`src/rtl/spram_fifo_stg.sv`:
```
// Synchronous FIFO on a single-port RAM. A one-entry write-staging register lets a write
// overlap a RAM read. The staged entry is flushed to the RAM on the next cycle with no read.
module spram_fifo_stg #(
    parameter int unsigned DATA_WIDTH    = 8,
    parameter int unsigned FIFO_DEPTH    = 32,
    parameter int unsigned ADDR_WIDTH    = $clog2(FIFO_DEPTH),
    parameter int unsigned AFULL_THRESH  = FIFO_DEPTH - 4,
    parameter int unsigned AEMPTY_THRESH = 4
) (
    input  logic                  clk,
    input  logic                  rst,
    input  logic                  wen,
    input  logic [DATA_WIDTH-1:0] wdata,
    output logic                  wready,
    output logic                  full,
    output logic                  almost_full,
    input  logic                  ren,
    output logic [DATA_WIDTH-1:0] rdata,
    output logic                  rvalid,
    output logic                  empty,
    output logic                  almost_empty,
    output logic [ADDR_WIDTH:0]   count,
    output logic                  wr_err,
    output logic                  rd_err
);

    localparam int unsigned CntW = ADDR_WIDTH + 1;
    localparam int unsigned DepthI = FIFO_DEPTH;
    localparam int unsigned AfullI = AFULL_THRESH;
    localparam int unsigned AemptyI = AEMPTY_THRESH;
    localparam logic [CntW-1:0] DepthC = DepthI[CntW-1:0];
    localparam logic [CntW-1:0] AfullC = AfullI[CntW-1:0];
    localparam logic [CntW-1:0] AemptyC = AemptyI[CntW-1:0];

    logic [DATA_WIDTH-1:0] mem [FIFO_DEPTH];

    logic [ADDR_WIDTH-1:0] wr_ptr_q, wr_ptr_d;
    logic [ADDR_WIDTH-1:0] rd_ptr_q, rd_ptr_d;
    logic [CntW-1:0]       count_q, count_d;
    logic                  stage_valid_q, stage_valid_d;
    logic [DATA_WIDTH-1:0] stage_data_q, stage_data_d;
    logic [ADDR_WIDTH-1:0] stage_addr_q, stage_addr_d;
    logic                  rvalid_q;
    logic [DATA_WIDTH-1:0] rdata_q;

    logic                  rd_acc, wr_acc, ram_empty;
    logic                  ram_we, ram_re, bypass;
    logic [ADDR_WIDTH-1:0] ram_addr;
    logic [DATA_WIDTH-1:0] ram_wdata;

    assign empty        = (count_q == '0);
    assign full         = (count_q == DepthC);
    assign almost_full  = (count_q >= AfullC);
    assign almost_empty = (count_q <= AemptyC);
    assign count        = count_q;
    assign rvalid       = rvalid_q;
    assign rdata        = rdata_q;

    assign rd_acc    = ren && !empty;
    assign wready    = !full && !(stage_valid_q && rd_acc);
    assign wr_acc    = wen && wready;
    assign wr_err    = wen && !wready;
    assign rd_err    = ren && empty;
    // No RAM-resident entries: everything held (if anything) sits in staging.
    assign ram_empty = (count_q == {{ADDR_WIDTH{1'b0}}, stage_valid_q});

    always_comb begin
        ram_we        = 1'b0;
        ram_re        = 1'b0;
        bypass        = 1'b0;
        ram_addr      = rd_ptr_q;
        ram_wdata     = wdata;
        stage_valid_d = stage_valid_q;
        stage_data_d  = stage_data_q;
        stage_addr_d  = stage_addr_q;

        if (rd_acc && !ram_empty) begin
            ram_re = 1'b1;
            if (wr_acc) begin
                stage_valid_d = 1'b1;
                stage_data_d  = wdata;
                stage_addr_d  = wr_ptr_q;
            end
        end else if (rd_acc) begin
            bypass        = 1'b1;
            stage_valid_d = 1'b0;
            if (wr_acc) begin
                ram_we   = 1'b1;
                ram_addr = wr_ptr_q;
            end
        end else if (stage_valid_q) begin
            ram_we    = 1'b1;
            ram_addr  = stage_addr_q;
            ram_wdata = stage_data_q;
            if (wr_acc) begin
                stage_data_d = wdata;
                stage_addr_d = wr_ptr_q;
            end else begin
                stage_valid_d = 1'b0;
            end
        end else if (wr_acc) begin
            ram_we   = 1'b1;
            ram_addr = wr_ptr_q;
        end
    end

    always_comb begin
        wr_ptr_d = wr_acc ? wr_ptr_q + ADDR_WIDTH'(1) : wr_ptr_q;
        rd_ptr_d = rd_acc ? rd_ptr_q + ADDR_WIDTH'(1) : rd_ptr_q;
        count_d  = count_q;
        if (wr_acc && !rd_acc) begin
            count_d = count_q + CntW'(1);
        end else if (rd_acc && !wr_acc) begin
            count_d = count_q - CntW'(1);
        end
    end

    always_ff @(posedge clk) begin
        if (rst) begin
            wr_ptr_q      <= '0;
            rd_ptr_q      <= '0;
            count_q       <= '0;
            stage_valid_q <= 1'b0;
            rvalid_q      <= 1'b0;
            rdata_q       <= '0;
        end else begin
            wr_ptr_q      <= wr_ptr_d;
            rd_ptr_q      <= rd_ptr_d;
            count_q       <= count_d;
            stage_valid_q <= stage_valid_d;
            rvalid_q      <= rd_acc;
            if (ram_re) begin
                rdata_q <= mem[ram_addr];
            end else if (bypass) begin
                rdata_q <= stage_data_q;
            end
        end
    end

    always_ff @(posedge clk) begin
        stage_data_q <= stage_data_d;
        stage_addr_q <= stage_addr_d;
        if (ram_we) begin
            mem[ram_addr] <= ram_wdata;
        end
    end

    always_ff @(posedge clk) begin
        if (!rst) begin
            assert (!(ram_we && ram_re));
        end
    end

endmodule

```
`config.mk`:
```
export PLATFORM = sky130hd
export DESIGN_NAME = spram_fifo_stg
export DESIGN_NICKNAME = d
export VERILOG_FILES = /design/src/rtl/spram_fifo_stg.sv
export SDC_FILE = /design/constraint.sdc
export NUM_CORES = 1
export LEC_CHECK = 0
export ABC_AREA = 1
export ABC_CLOCK_PERIOD_IN_PS = 3100
export CAP_MARGIN = 20
export CORE_MARGIN = 5
export CORE_UTILIZATION = 40
export DETAILED_ROUTE_END_ITERATION = 6
export HOLD_SLACK_MARGIN = 0.08
export PLACE_DENSITY_LB_ADDON = 0.2
export SLEW_MARGIN = 40
export SYNTH_ARGS = -nofsm -noshare
export SYNTH_HDL_FRONTEND = slang
export SYNTH_SLANG_ARGS = --single-unit
```
`constraint.sdc`:
```
create_clock -name clk -period 3.1 [get_ports clk]
set_input_delay 0.93 -clock clk [delete_from_list [all_inputs] [get_ports clk]]
set_output_delay 0.93 -clock clk [all_outputs]
set_load 0.05 [all_outputs]
```
; Yosys cells after proc, flatten, opt, wreduce, memory -nomap -nowiden
; Memories as Yosys holds them, arrays and structs flattened.
; Index checks and enable logic that the tools add are counted.
[totals]
reg_bits = 39
ram_bits = 256
input_bits = 12
out_inout_bits = 22
elab_cells = 72
memories = 1
[mem_list]
columns = memory, words, width, rd, rd_clocked_by_memory_dff, write_ports, line_no
row1 = mem, 32, 8, 1, 0, 1, 35  ; logic [DATA_WIDTH-1:0] mem [FIFO_DEPTH];
[op_classes]
addsub = 4
n_lt_le_gt_ge = 2
eq_ne = 4
n_mux = 32
reduce_logical = 21
[ops]
columns = op, n
row1 = $mux W8, 9
row2 = $mux W5, 8
row3 = $mux W1, 13
row4 = $mux W6, 2
row5 = $add A5 B1 Y5 const B, 2
row6 = $logic_and A1 B1 Y1, 9
row7 = $logic_not A1 Y1, 7
row8 = $add A6 B1 Y6 const B, 1
row9 = $eq A6 B1 Y1, 1
row10 = $eq A6 B6 Y1 const B, 1
row11 = $ge A6 B5 Y1 const B, 1
row12 = $le A6 B3 Y1 const B, 1
row13 = $logic_not A6 Y1, 1
row14 = $reduce_bool A2 Y1, 3
row15 = $sub A6 B1 Y6 const B, 1
row16 = $ne A2 B1 Y1 const B, 1
row17 = $ne A2 B2 Y1 const B, 1
row18 = $reduce_and A2 Y1, 1

; Depth between registers and ports, before layout
; Gate-level depths: netlist of run 1.
[depth]
ltp_word = 13
depth_mapped = 23
ltp_nobuf = 21

; Worst setup path before layout of run 1
; OpenSTA, ideal clock, no wires.
[synth_timing]
kind = input -> register
startpoint = input ren
endpoint = memory mem[0][4] (data pin)
setup_ns = 0.454
arrival_time_ns = 2.745
required_time_ns = 2.646
path_slack_ns = -0.099
path_stages = 5
path_cell_list = nand2_2 -> nand2_1 -> buf_2 -> clkbuf_1 -> o21ai_0
[synth_via]
elab_chain_cells = 3
elab_cells_between_ends = 4
classes_between = mux: 2 / reduce/logical: 2
[synth_rtl]
columns = item, line_no
row1 = from (decl), 17  ; input logic ren,
row2 = $logic_and A1 B1 Y1 (*), 59  ; assign rd_acc = ren && !empty;
row3 = $mux W8 or $logic_and A1 B1 Y1 (tied branches), "84, 77"
row4 = $mux W8 (*), 77  ; if (rd_acc && !ram_empty) begin
row5 = via ram_wdata[4], 49  ; logic [DATA_WIDTH-1:0] ram_wdata;
row6 = to (decl), 35
; The timed path passes the listed nets; every way through them passes the cells marked *.

; Worst setup path after layout of run 1
[layout_timing]
startpoint = register count_q[2], in the netlist count[2]
endpoint = output full
[layout_via]
elab_chain_cells = 1
[layout_rtl]
columns = item, line_no
row1 = from (decl), 39  ; logic [CntW-1:0] count_q, count_d;
row2 = from (signal assigned), 129  ; count_q <= count_d;
row3 = $eq A6 B6 Y1, 52  ; assign full = (count_q == DepthC);
row4 = to (decl), 15  ; output logic full,
; Every way passes these cells.

==> results.json, run 1 <==
{
  "hold_violations": 0,
  "antenna_found_initial": 0,
  "antenna_cells": 0,
  "synth-edff-count": 269,
  "p_leak_nw": 6.69,
  "grt_overflow": 0,
  "setup_viol": 0,
  "critPathLaunchType": "flip-flop",
  "slew-limit-headroom_pct": 66.3,
  "syn_inst": 1321,
  "synth_nets": 1341,
  "skew_ns": 0.00783,
  "drive_gt1_share_pct": 14.9,
  "cts.path.max_buffers": 3,
  "final_common_cell": "nand2_1",
  "rsz0062_at_grt": "false",
  "drv_slew": 0,
  "crit_end": "full",
  "layout_min_cycle_time_ns": 2.93,
  "final_cell_mix": "644 x nand2_1, 269 x edfxtp_1, 117 x buf_4",
  "worstMarginPinSlew_ns": 0.505,
  "fillers": 2994,
  "wl_per_cell_um": 17.1,
  "area_growth_pct": 21.7,
  "routed-via-count": 9239,
  "io_pins": 34,
  "outcome": "completed",
  "hold-path-cell-count": 0,
  "h-tree-depth": 1,
  "dpl_worst_slack_ns": -0.448,
  "synth-async-reset-ratio_pct": 0,
  "place_inst": 1872,
  "rrSetupSlack_ns": 0.26,
  "critPathLaunch": "count[2]",
  "worstPathRequired_ns": 2.17,
  "cts_setup_buffers": 0,
  "ys_seq_area_share_pct": 66.0,
  "ant_nets": 0,
  "cap_violations": 0,
  "crit_arrival_ns": 2.00,
  "p_per_area_nw_per_um2": 969,
  "cts-root-buf": "clkbuf_16",
  "port_buffers": 33,
  "synth.yosys.warnings": 0,
  "die_height_um": 190,
  "rows": 66,
  "routed_via_density": 4.79,
  "clkTransAtPathRegs_ns": 0.06,
  "max_freq_ghz": 0.341,
  "layout.nets": 1483,
  "irDropWorstVdd_uv": 539,
  "end_kind": "primary output",
  "fin_ws_ns": 0.172,
  "die-area_um2": 36300,
  "timing.rr.end": "mem[17][1]",
  "r2r_cells": 15,
  "clk_latency_ns": 0.56,
  "cts_tree": "done",
  "hp-class": "flip-flop to flip-flop",
  "synth_area_um2": 13000,
  "gp_congestion": 0.861,
  "cp_max_fo": 4,
  "ys.flop_type": "edfxtp_1",
  "die_w_um": 190,
  "post-route-period-util_pct": 94.5,
  "cts_buffers": 31,
  "ys_ff_latch": 295,
  "wl_um": 33000,
  "firstDrtPassIters": 5,
  "drc": 0,
  "grt.total_usage_pct": 18.3,
  "grt_pass1_wl_um": 51800,
  "stdcell_count": 1929,
  "clkSinkCount": 295,
  "hold_ws_ns": 0.455,
  "path_class": "flip-flop to primary output",
  "start_util_pct": 40.2,
  "grt_pass1_vias": 9083,
  "reg2reg_from": "count[4]",
  "grt_max_degree": 45,
  "syn_area_per_cell_um2": 9.86,
  "dp_hpwl_um": 21600,
  "yosysUniqueCellTypes": 33,
  "core_area_um2": 32400,
  "initialDrtViolationCount": 717,
  "setup_tns_ns": 0
}
[final cells by class]
cell class,count,area [um^2],area share (%)
Timing Repair Buffer,165,1540,9.72
Inverter,64,240,1.52
Clock buffer,38,802,5.06
Clock inverter,19,239,1.51
Tap cell,442,553,3.49
Multi-Input combinational cell,906,3870,24.4
Sequential cell,295,8600,54.3
[registers in the layout (all words and copies together), names as in the netlist, 5 cells and up]
name,flops
rd_ptr_q,5
wr_ptr_q,5
mem,256
rdata,8
stage_addr_q,5
stage_data_q,8
count,6
[worst min path at each step]
stage / startpoint / endpoint / slack [ns]
floorplan: wr_ptr_q[4] / stage_addr_q[4] / 0.43
global placement: wr_ptr_q[4] / stage_addr_q[4] / 0.44
detailed placement: wr_ptr_q[4] / stage_addr_q[4] / 0.44
CTS: wr_ptr_q[4] / stage_addr_q[4] / 0.46
global route: wr_ptr_q[4] / stage_addr_q[4] / 0.47
finish: wr_ptr_q[4] / stage_addr_q[4] / 0.46
[critical path, stage by stage (launching register included)]
cell           delay [ns]
dfxtp_2              0.34
nor2_1               0.21
nand4_1              0.24
inv_1                0.10
dlygate4sd2_1        0.53
[per-stage QoR]
stage	power, W	cell area, um^2	utilization (%)
final	0.0154	15800	49.0
after global routing	0.0163	15800	49.0
after CTS	0.0155	15800	48.9
after detailed placement	0.0117	14800	45.7
after global placement	0.0116	14800	45.7
after floorplan	0.00899	13000	-
[layer usage]
metal | global-route usage, % | wire length, um | part of all wire [%] | up-vias
li1 | - | - | - | 4627
met4 | 5.00 | 928 | 2.8 | 0
met2 | 30.3 | 15500 | 47 | 233
met5 | 0 | 0 | 0 | -
met3 | 2.42 | 1820 | 5.5 | 60
met1 | 25.6 | 14700 | 45 | 4319
[cells in the mapped netlist (2+ instances only)]
| cell type | count | share of area, % |
|---|---|---|
| nand4_1 | 2 | 0.096 |
| nand2_1 | 644 | 19 |
| a211oi_1 | 3 | 0.17 |
| o21ai_0 | 24 | 0.92 |
| inv_1 | 52 | 1.5 |
| nor3b_1 | 4 | 0.23 |
| nor3_1 | 6 | 0.23 |
| nor2_2 | 3 | 0.14 |
| dfxtp_1 | 26 | 4.0 |
| ha_1 | 7 | 0.67 |
| nor2_4 | 3 | 0.26 |
| nor2_1 | 65 | 1.9 |
| nand2_4 | 3 | 0.26 |
| xnor2_1 | 3 | 0.20 |
| nand3_2 | 4 | 0.31 |
| nand2_2 | 5 | 0.24 |
| edfxtp_1 | 269 | 62 |
| buf_6 | 11 | 0.95 |
| a21oi_1 | 34 | 1.3 |
| buf_2 | 21 | 0.81 |
| inv_2 | 12 | 0.35 |
| nand3_1 | 87 | 3.3 |
| buf_4 | 5 | 0.29 |
| clkbuf_1 | 19 | 0.55 |
[kinds of logic (layout without fill, tap and decap cells)]
kind of cell | count (synthesis) | count (layout) | share of synthesized area (%)
AND/OR/NAND/NOR | 830 | 830 | 25.9
AO/OA/AOI/OAI | 65 | 65 | 2.61
adder cells (fa/ha/maj) | 8 | 8 | 0.827
buffers and inverters | 120 | 286 | 4.44
flip-flops | 295 | 295 | 66.0
XOR/XNOR | 3 | 3 | 0.202
[where the power goes]
group          switching [W]  total (W)  internal, W
registers           0.000116    0.00492      0.00480
clock network        0.00152    0.00378      0.00226
logic                0.00433    0.00666      0.00233
[what timing repair did]
action	4_1_cts	5_1_grt
endpoints found under the setup margin	3	3
resized for setup	3	7
pin swaps	0	1
hold buffers	0	0
No activity file was read; power rests on OpenSTA's default activity.
==> run 2, diff against run 1 <==
ABC_CLOCK_PERIOD_IN_PS = 2910   (was 3100)
clock period = 2.91 ns   (was 3.1 ns; I/O delays follow)
==> results.json, run 2 (same netlist as run 1, synthesis figures left out) <==
{
  "outcome": "completed",
  "layout.nets": 1490,
  "wl_um": 33300,
  "layout_min_cycle_time_ns": 2.80,
  "rsz0062_at_grt": "true",
  "initialDrtViolationCount": 617,
  "path_class": "primary input to primary output",
  "antenna_cells": 0,
  "regMostFlops": "mem",
  "largest_register_ffs": 256,
  "multiInputGateArea_um2": 3920,
  "dp_hpwl_um": 21300,
  "hp-start": "wr_ptr_q[4]",
  "drive_gt1_share_pct": 16.1,
  "fin_ws_ns": 0.111,
  "cap_violations": 0,
  "timing.rr.end": "mem[18][6]",
  "reg2reg_from": "count[2]",
  "slew-limit-headroom_pct": 66.3,
  "fillers": 2985,
  "routed-via-count": 9313,
  "wl_per_cell_um": 17.2,
  "setup_viol": 0,
  "ant_nets": 0,
  "cp_max_fo": 3,
  "crit_arrival_ns": 1.93,
  "worstMarginPinSlew_ns": 0.504,
  "utilization_pct": 49.3,
  "grt.total_usage_pct": 18.3,
  "cts_tree": "done",
  "grt_overflow": 0,
  "grt_pass1_wl_um": 51600,
  "core_area_um2": 32400,
  "rows": 66,
  "io_pins": 34,
  "hold_buffers": 0,
  "area_growth_pct": 22.7,
  "drc": 0,
  "final_cell_mix": "644 x nand2_1, 269 x edfxtp_1, 119 x buf_4",
  "end_kind": "primary output",
  "p_per_area_nw_per_um2": 1020,
  "clkSinkCount": 295,
  "port_buffers": 33,
  "post-route-period-util_pct": 96.2,
  "whs_endpoint": "stage_addr_q[4]",
  "grt_pass1_vias": 9170,
  "die-area_um2": 36300,
  "p_leak_nw": 6.71,
  "power.total_w": 0.0163,
  "gp_congestion": 0.853,
  "die_height_um": 190,
  "firstDrtPassIters": 5,
  "hold-path-cell-count": 0,
  "cts_buffers": 31,
  "h-tree-depth": 1,
  "r2r_cells": 15,
  "clk_latency_ns": 0.58,
  "antenna_found_initial": 0,
  "rrSetupSlack_ns": 0.16,
  "hold_violations": 0,
  "grt_max_degree": 53,
  "critPathLaunchType": "primary input",
  "clkTransAtPathRegs_ns": 0.06,
  "start_util_pct": 40.2,
  "cts-root-buf": "clkbuf_16",
  "final_common_cell": "nand2_1",
  "routed_via_density": 4.81,
  "dpl_worst_slack_ns": -0.589,
  "cts.path.max_buffers": 3,
  "hp-class": "flip-flop to flip-flop",
  "skew_ns": 0.0227,
  "die_w_um": 190,
  "hold_ws_ns": 0.465,
  "worstPathRequired_ns": 2.04,
  "seq_area_um2": 8610,
  "drv_slew": 0,
  "irDropWorstVdd_uv": 645,
  "max_freq_ghz": 0.357
}
[run 2: cell count changes in the layout (fill, tap and decap cells not counted), moves of 3 or more]
cell	delta
dfxtp_1	-4
nor2_4	+4
clkinv_1	+3
buf_12	+3
nor2_1	-3
clkinvlp_4	+3
[run 2: area by class of cell]
cell class	count	area share, %
clock buffers	37	5.00
well taps	442	3.46
repair buffers	172	10.3
multi-input cells	906	24.5
clock inverters	21	1.22
inverters	64	1.52
flip-flops and latches	295	53.9
[run 2: worst max-delay path by stage]
stage,endpoint,from,cells after the start
floorplan,mem[0][4],ren,5
global placement,mem[6][1],ren,13
detailed placement,mem[18][0],ren,13
CTS,wready,count[2],9
global route,rdata[4],count[0],23
finish,wr_err,ren,8
[run 2: timing repair]
| action | CTS | global route |
|---|---|---|
| pin swaps | 0 | 1 |
| buffers inserted | 0 | 4 |
| resized for setup | 6 | 16 |
| gates cloned | 0 | 1 |
| endpoints found under the setup margin | 7 | 167 |
[run 2: power by group]
part	switching, W	internal (W)	leakage [nW]
registers	0.000143	0.00513	2.64
clock network	0.00164	0.00222	0.474
logic	0.00464	0.00251	3.59
total	0.00641	0.00986	6.71
[run 2: stage by stage]
stage                     cell area (um^2)   TNS, ns  cells
final                                16000         0   1937
after floorplan                      13000    -22.26   1321
after detailed placement             14800   -135.62   1874
after CTS                            15800         0   1932
after global placement               14800   -129.34   1874
after global routing                 16000  -0.00632   1937
[run 2: worst max-delay path, cell delays in order]
cell and delay [ns]:
dlygate4sd2_1 0.27, nand3_2 0.11, buf_4 0.16, buf_4 0.12, nand2_1 0.04, inv_1 0.05
nor2_2 0.14, buf_12 0.16
[run 2: metal layers]
| metal | vias to the layer above | GRT usage, % | part of all wire (%) |
|---|---|---|---|
| met1 | 4394 | 24.5 | 44 |
| met3 | 53 | 2.44 | 5.0 |
| li1 | 4656 | - | - |
| met5 | - | 0 | 0 |
| met2 | 210 | 31.9 | 49 |
| met4 | 0 | 4.12 | 2.3 |
